**src/rtl/frame_fill_sequencer.sv**
```systemverilog
// Streams one full frame of solid colour or image-ROM pixels to the LT24 display.
// Three cycles per pixel (ADDR, DATA, WRITE); the WRITE beat stalls while pixelReady is low.
module frame_fill_sequencer #(
    parameter int LCD_WIDTH  = 240,
    parameter int LCD_HEIGHT = 320
) (
    input  logic        clock,
    input  logic        resetApp_n,
    input  logic        start,
    input  logic        abort,
    input  logic [3:0]  mode,
    output logic        busy,
    output logic        frameDone,
    output logic [16:0] romAddr,
    output logic [1:0]  romSel,
    input  logic [15:0] romData,
    output logic [7:0]  xAddr,
    output logic [8:0]  yAddr,
    output logic [15:0] pixelData,
    output logic        pixelWrite,
    input  logic        pixelReady
);

    typedef enum logic [2:0] {
        IDLE,
        ADDR,
        DATA,
        WRITE,
        DONE
    } state_t;

    localparam logic [7:0] X_LAST = 8'(LCD_WIDTH - 1);
    localparam logic [8:0] Y_LAST = 9'(LCD_HEIGHT - 1);

    state_t      state;
    logic [3:0]  mode_q;
    logic [7:0]  x;
    logic [8:0]  y;

    logic        last_x;
    logic        last_pixel;
    logic [7:0]  x_nxt;
    logic [8:0]  y_nxt;
    logic [16:0] addr_nxt;
    logic        use_rom;
    logic        start_rom;
    logic [15:0] solid;

    always_comb begin
        last_x     = (x == X_LAST);
        last_pixel = last_x && (y == Y_LAST);
        x_nxt      = last_x ? 8'd0 : x + 8'd1;
        y_nxt      = last_x ? y + 9'd1 : y;
        addr_nxt   = 17'(y_nxt) * 17'(LCD_WIDTH) + 17'(x_nxt);
        use_rom    = (mode_q >= 4'd9) && (mode_q <= 4'd11);
        start_rom  = (mode >= 4'd9) && (mode <= 4'd11);
    end

    always_comb begin
        case (mode_q)
            4'd1:    solid = 16'h4DC4;
            4'd2:    solid = 16'hF920;
            4'd4:    solid = 16'h24F7;
            4'd8:    solid = 16'hFDA0;
            default: solid = 16'h0000;
        endcase
    end

    // romAddr is loaded on entry to ADDR so the synchronous ROM has its data ready during DATA.
    always_ff @(posedge clock or negedge resetApp_n) begin
        if (!resetApp_n) begin
            state      <= IDLE;
            mode_q     <= 4'd0;
            x          <= 8'd0;
            y          <= 9'd0;
            busy       <= 1'b0;
            frameDone  <= 1'b0;
            romAddr    <= 17'd0;
            romSel     <= 2'd0;
            xAddr      <= 8'd0;
            yAddr      <= 9'd0;
            pixelData  <= 16'd0;
            pixelWrite <= 1'b0;
        end else if (state != IDLE && abort) begin
            state      <= IDLE;
            busy       <= 1'b0;
            frameDone  <= 1'b0;
            pixelWrite <= 1'b0;
        end else begin
            case (state)
                IDLE: begin
                    frameDone <= 1'b0;
                    if (start && !abort) begin
                        mode_q  <= mode;
                        romSel  <= start_rom ? 2'(mode - 4'd9) : 2'd0;
                        x       <= 8'd0;
                        y       <= 9'd0;
                        romAddr <= 17'd0;
                        busy    <= 1'b1;
                        state   <= ADDR;
                    end
                end
                ADDR: begin
                    state <= DATA;
                end
                DATA: begin
                    pixelData  <= use_rom ? romData : solid;
                    xAddr      <= x;
                    yAddr      <= y;
                    pixelWrite <= 1'b1;
                    state      <= WRITE;
                end
                WRITE: begin
                    if (pixelReady) begin
                        pixelWrite <= 1'b0;
                        if (last_pixel) begin
                            frameDone <= 1'b1;
                            state     <= DONE;
                        end else begin
                            x       <= x_nxt;
                            y       <= y_nxt;
                            romAddr <= addr_nxt;
                            state   <= ADDR;
                        end
                    end
                end
                DONE: begin
                    frameDone <= 1'b0;
                    busy      <= 1'b0;
                    state     <= IDLE;
                end
                default: begin
                    state <= IDLE;
                end
            endcase
        end
    end

endmodule

```
**config.mk**
```make
export PLATFORM = sky130hd
export DESIGN_NAME = frame_fill_sequencer
export DESIGN_NICKNAME = d
export VERILOG_FILES = /design/src/rtl/frame_fill_sequencer.sv
export SDC_FILE = /design/constraint.sdc
export NUM_CORES = 1
export LEC_CHECK = 0
export ABC_AREA = 0
export BUFFER_PORTS_ARGS = -buffer_cell sky130_fd_sc_hd__buf_4
export CELL_PAD_IN_SITES_DETAIL_PLACEMENT = 1
export CELL_PAD_IN_SITES_GLOBAL_PLACEMENT = 1
export CORE_MARGIN = 10
export CORE_UTILIZATION = 30
export CTS_BUF_LIST = sky130_fd_sc_hd__clkbuf_4 sky130_fd_sc_hd__clkbuf_8
export DETAILED_ROUTE_END_ITERATION = 12
export PLACE_DENSITY = 0.64
export SLEW_MARGIN = 20
export SYNTH_ARGS = -nofsm -noshare
export SYNTH_HDL_FRONTEND = slang
export SYNTH_SLANG_ARGS = --single-unit
```
**constraint.sdc**
```tcl
create_clock -name clock -period 8 [get_ports clock]
set_input_delay 0.4 -clock clock [delete_from_list [all_inputs] [get_ports clock]]
set_output_delay 0.4 -clock clock [all_outputs]
set_load 0.02 [all_outputs]
```
==> results.json, run 1 <==
{
  "end_kind": "flop",
  "arrival_ps": 5830,
  "ys_types": 59,
  "routed_via_density": 4.86,
  "cap_violations": 0,
  "cts_inserted_buffers": 9,
  "cts.htree.levels": 3,
  "crit_path_start_kind": "flop",
  "synth-seq-area-share_pct": 39.9,
  "synthCells": 526,
  "syn-num-nets": 585,
  "post_drt_wl_per_cell_um": 15.6,
  "route.vias.total": 3933,
  "cp_max_fo": 12,
  "fin_util_pct": 37.0,
  "post-route-min-period_ps": 5620,
  "antenna_found_initial": 0,
  "dp_hpwl_mm": 9.75,
  "first_iter_violations": 206,
  "total_power_uw": 981,
  "ys_warn_count": 0,
  "worst-setup-path-type": "flop to flop",
  "synth_area_um2": 4700,
  "hp-class": "primary input to asynchronous set/reset pin",
  "slowest_delay_ps": 690,
  "die_h_um": 145,
  "clk_pin_slew_ps": 80,
  "async_flop_share_pct": 100,
  "ant_nets": 0,
  "grt_remaining_overflow": 0,
  "critPathSlowestCell": "nor2_1",
  "avgSynthCellArea_um2": 8.93,
  "path_common_cell": "xor2_1",
  "portBuffers": 79,
  "fmax_mhz": 178,
  "final_common_cell": "nand2_1",
  "setup-tns-final_ps": 0,
  "clock_sinks": 75,
  "hold_viol": 0,
  "min_period_over_period_pct": 70.2,
  "setup_violations": 0,
  "num-nets-final": 653,
  "initial_utilization_pct": 30.8,
  "outcome": "finished, final reports clean",
  "final_cell_area_um2": 5640,
  "dp_slack_ps": 2440,
  "rows": 45,
  "reg2reg_depth": 17,
  "worst_pin_slew_ps": 959,
  "dp.cells": 794,
  "finalMaxSlewViolations": 0,
  "synth_flop_cell": "dfrtp_1",
  "synth_edf_count": 0,
  "cts-root-buf": "clkbuf_8",
  "cp_cell_sequence": "ha_1, nand4_2, nor2_1, nand2_1, xor2_1, inv_1, fa_1, ha_1, xnor2_1, fa_1, a211oi_1, nor2_1, xor2_1, nand4_1, nor4_1, xor2_1, o21ai_1",
  "layout-drive-gt1-share_pct": 19.4,
  "remaining_drc_errors": 0,
  "cts.repair.resized": 0,
  "areaGrowthSynthToFinish_pct": 20.1,
  "final_cell_mix": "nand2_1 (106), buf_4 (82), dfrtp_1 (75)",
  "insertion_delay_ps": 350,
  "io_pins": 80,
  "routabilityCongestion": 0.831,
  "dieArea_um2": 21100,
  "postCtsSetupRepairBufs": 0,
  "grt_pass1_vias": 4155,
  "fin_ws_ps": 2380,
  "power_leakage_nw": 2.82,
  "final-instance-count-excl-fill": 810,
  "r2r-end": "romAddr[15]",
  "p_per_area_nw_per_um2": 174,
  "wl_mm": 12.6,
  "maxSlewHeadroom_pct": 36.1,
  "first_pass_iters": 7,
  "tritoncts": "done",
  "antenna_cells": 0,
  "holdWs_ps": 190,
  "grt_pass1_wl_mm": 21.6,
  "cts_buffer_depth": 2,
  "ir_worst_vdd_mv": 0.0789,
  "ctsHoldBuffers": 0,
  "core-area_um2": 15300,
  "place_area_um2": 5440,
  "grt_max_degree": 76,
  "die_w_um": 145,
  "reg2reg_slack_ps": 2380,
  "ys_ff_latch": 75,
  "grt_usage_pct": 12.1,
  "rsz0062_at_grt": "false",
  "crit-reg2reg-launch": "romAddr[0]",
  "cp.required_ps": 8210,
  "fin_skew_ps": 7.06
}
==> power breakdown <==
group	switching [mW]	internal [mW]	leakage, nW
registers	0.0347	0.421	1.00
logic	0.126	0.0905	1.70
clock network	0.144	0.164	0.110
==> logic make-up after synthesis <==
logic type | count (synthesis) | share of synthesized area (%)
adder cells (fa/ha/maj) | 36 | 10.8
buffers and inverters | 52 | 5.30
XOR/XNOR | 39 | 7.83
AO/OA/AOI/OAI | 108 | 14.2
flip-flops | 75 | 39.9
AND/OR/NAND/NOR | 211 | 20.8
multiplexers | 5 | 1.15
==> cell type report <==
class | instances | area [um2]
well taps | 211 | 264
multi-input cells | 399 | 2580
fillers | 1787 | 9610
clock buffers | 12 | 159
inverters | 27 | 101
repair buffers | 82 | 616
clock inverters | 4 | 48.8
flip-flops and latches | 75 | 1880
==> critical path, delay by kind of cell (launching register included) <==
kind                       cells  cell delay (ps)
AOI/OAI and AO/OA              2              500
and+or+nand+nor                6             1700
adders and majority gates      4             1540
DFF                            1              430
xor gates and xnor gates       4             1130
buffers and inverters          1              190
==> routing by layer <==
layer | global-route usage (%) | up-vias | share of wire (%)
li1 | - | 1912 | -
met1 | 15.6 | 1957 | 47
met2 | 20.2 | 56 | 49
met3 | 2.14 | 8 | 2.3
met4 | 3.69 | 0 | 1.1
met5 | 0 | - | 0
==> worst max path at each step <==
stage	from	to	cells after the start
global placement	romAddr[0]	romAddr[15]	17
global route	romAddr[1]	romAddr[15]	17
detailed placement	romAddr[0]	romAddr[15]	17
CTS	romAddr[0]	romAddr[15]	17
floorplan	romAddr[0]	romAddr[14]	17
finish	romAddr[0]	romAddr[15]	17
==> cells in the mapped netlist (2+ instances only) <==
library cell | count | area [um2]
a21o_1 | 4 | 30.0
xor2_1 | 23 | 201
nor3_1 | 5 | 25.0
o21a_1 | 2 | 15.0
ha_1 | 26 | 325
o31ai_1 | 2 | 15.0
nand2_1 | 106 | 398
a21o_2 | 2 | 17.5
buf_2 | 8 | 40.0
mux2_2 | 3 | 33.8
nand3_2 | 2 | 20.0
and3_1 | 4 | 25.0
or4b_1 | 2 | 20.0
fa_1 | 8 | 160
buf_4 | 4 | 30.0
o21ai_0 | 47 | 235
o21bai_1 | 2 | 15.0
a21oi_1 | 22 | 110
o211ai_1 | 2 | 15.0
nor2b_1 | 5 | 31.3
dfrtp_1 | 75 | 1880
a211oi_1 | 2 | 15.0
inv_1 | 27 | 101
o21ai_1 | 4 | 20.0
maj3_1 | 2 | 20.0
mux2i_1 | 2 | 20.0
nand2b_1 | 6 | 37.5
nand3b_1 | 5 | 37.5
nor3b_1 | 4 | 30.0
a22o_1 | 6 | 52.6
a311oi_1 | 2 | 17.5
nand3_1 | 13 | 65.1
nor4_1 | 3 | 18.8
nor2_1 | 45 | 169
clkbuf_1 | 11 | 41.3
nand4_1 | 4 | 25.0
xnor2_1 | 14 | 123
==> sequential cells by signal, indices dropped and copies added, names as in the netlist <==
name and count:
yAddr 9, y 9, mode_q 4, state 3, busy 1, frameDone 1, xAddr 8, romAddr 17
pixelWrite 1, pixelData 16, x 4, romSel 2
No activity file was read; power rests on OpenSTA's default activity.
==> run 2, diff against run 1 <==
==> constraint.sdc (replaced) <==
create_clock -name clock -period 5.82 [get_ports clock]
set_input_delay 0.291 -clock clock [delete_from_list [all_inputs] [get_ports clock]]
set_output_delay 0.291 -clock clock [all_outputs]
set_load 0.02 [all_outputs]
==> run 2 against run 1 <==
Against the previous run:
- the run now ends with negative hold slack left
- via count fell by 0.20%
- combinational power rose by 37%
- routed wire length rose by 0.62%
- setup slack got worse by 1700 ps
==> results.json, run 2 (synthesis results as in run 1) <==
{
  "outcome": "finished with violations",
  "violations": "negative hold slack",
  "wl_mm": 12.7,
  "cts.htree.levels": 3,
  "dp.cells": 796,
  "grt_remaining_overflow": 0,
  "layout-drive-gt1-share_pct": 19.6,
  "reg2reg_depth": 17,
  "final_cell_mix": "nand2_1 (106), buf_4 (83), dfrtp_1 (75)",
  "remaining_drc_errors": 0,
  "ctsHoldBuffers": 0,
  "antenna_found_initial": 0,
  "fin_ws_ps": 640,
  "regMostFlops": "romAddr",
  "grt_max_degree": 76,
  "critPathSlowestCell": "fa_1",
  "maxSlewHeadroom_pct": 39.8,
  "hold_viol": 75,
  "num-fill-cells": 1798,
  "worst_pin_slew_ps": 901,
  "worst-setup-path-type": "flop to flop",
  "fmax_mhz": 193,
  "largest_reg_flops": 17,
  "antenna_cells": 0,
  "cts_inserted_buffers": 9,
  "wl_met1_mm": 6.10,
  "areaGrowthSynthToFinish_pct": 20.5,
  "fin_skew_ps": 9.98,
  "setup_violations": 0,
  "cts_buffer_depth": 2,
  "worst-path-stages": 17,
  "dp_slack_ps": 661,
  "insertion_delay_ps": 380,
  "grt_pass1_wl_mm": 21.5,
  "die_w_um": 145,
  "power_leakage_nw": 2.83,
  "ant_nets": 0,
  "hp-class": "primary input to asynchronous set/reset pin",
  "postCtsSetupRepairBufs": 0,
  "cp_max_fo": 6,
  "routed_via_density": 4.83,
  "holdWs_ps": -70.1,
  "routabilityCongestion": 0.775,
  "core-area_um2": 15300,
  "dp_hpwl_mm": 9.68,
  "cp.buffers_inverters": 1,
  "slowest_delay_ps": 480,
  "clk_pin_slew_ps": 80,
  "top_layer": "met4",
  "cp.required_ps": 6050,
  "final-instance-count-excl-fill": 812,
  "portBuffers": 79,
  "rsz0062_at_grt": "false",
  "min_period_over_period_pct": 89.0,
  "die_h_um": 145,
  "io_pins": 80,
  "route.met2.wl_mm": 5.94,
  "ir_worst_vdd_mv": 0.0920,
  "rows": 45,
  "crit_path_start_kind": "flop",
  "arrival_ps": 5410,
  "path_common_cell": "xor2_1",
  "dr_wl_met3_um": 341,
  "cts.repair.resized": 0,
  "grt_usage_pct": 12.2,
  "end_kind": "flop",
  "route.vias.total": 3925,
  "top_regs": "romAddr: 17 flops, pixelData: 16 flops",
  "startpoint": "romAddr[0]",
  "clock_sinks": 75,
  "finalMaxSlewViolations": 0,
  "num-nets-final": 655,
  "first_pass_iters": 4,
  "grt_pass1_vias": 4079,
  "dieArea_um2": 21100,
  "cts-root-buf": "clkbuf_8",
  "initial_utilization_pct": 30.8,
  "crit-reg2reg-launch": "romAddr[0]",
  "post_drt_wl_per_cell_um": 15.7,
  "cp_cell_sequence": "ha_1, nand4_2, nor2_1, nand2_1, xor2_1, inv_1, fa_1, ha_1, xnor2_1, fa_1, a211oi_1, nor2_1, xor2_1, nand4_1, nor4_1, xor2_1, o21ai_1",
  "first_iter_violations": 165,
  "post-route-min-period_ps": 5180,
  "final_common_cell": "nand2_1",
  "tritoncts": "done",
  "p_per_area_nw_per_um2": 240,
  "cp_top_family": "adder cells",
  "setup-tns-final_ps": 0,
  "cap_violations": 0
}
## run 2: path summary, 6_finish.rpt
kind / endpoint / slack, ps
min in group clock: frameDone / 110
max reg2reg: romAddr[15] / 640
max: romAddr[15] / 640
min: pixelData[1] / -70
min reg2reg: xAddr[3] / 480
max in group asynchronous: xAddr[6] / 5410
## run 2: stage by stage
stage	cell area [um2]	total power [mW]	util [%]
6_report	5660	1.36	37.1
5_1_grt	5660	1.43	37.1
4_1_cts	5660	1.38	37.1
3_5_place_dp	5450	0.941	35.7
3_3_place_gp	5450	0.929	35.7
2_1_floorplan	4700	0.794	-
## run 2: metal layers
layer  up-vias  global-route usage, %
met5         -                      0
met4         0                   6.02
li1       1912                      -
met3        24                   1.55
met2        72                   19.4
met1      1917                   15.9
## run 2: cell type report
class                   count  area [um2]  area share, %
flip-flops and latches     75        1880           33.1
inverters                  27         101           1.79
well taps                 211         264           4.66
clock inverters             4        48.8          0.862
multi-input cells         399        2580           45.5
clock buffers              12         159           2.81
repair buffers             84         634           11.2
## run 2: worst reg2reg max path: cells and delay by family, from the launching register on
kind	cells	cell delay (ps)
adders and majority gates	4	1530
and+or+nand+nor	6	1350
xor gates and xnor gates	4	1090
AOI/OAI and AO/OA	2	450
DFF	1	430
buffers and inverters	1	180
## run 2: report_power, final
| part | switching, mW | internal, mW | total, mW |
|---|---|---|---|
| logic | 0.172 | 0.125 | 0.297 |
| clock network | 0.209 | 0.226 | 0.435 |
| registers | 0.0466 | 0.579 | 0.626 |
| total | 0.428 | 0.930 | 1.36 |
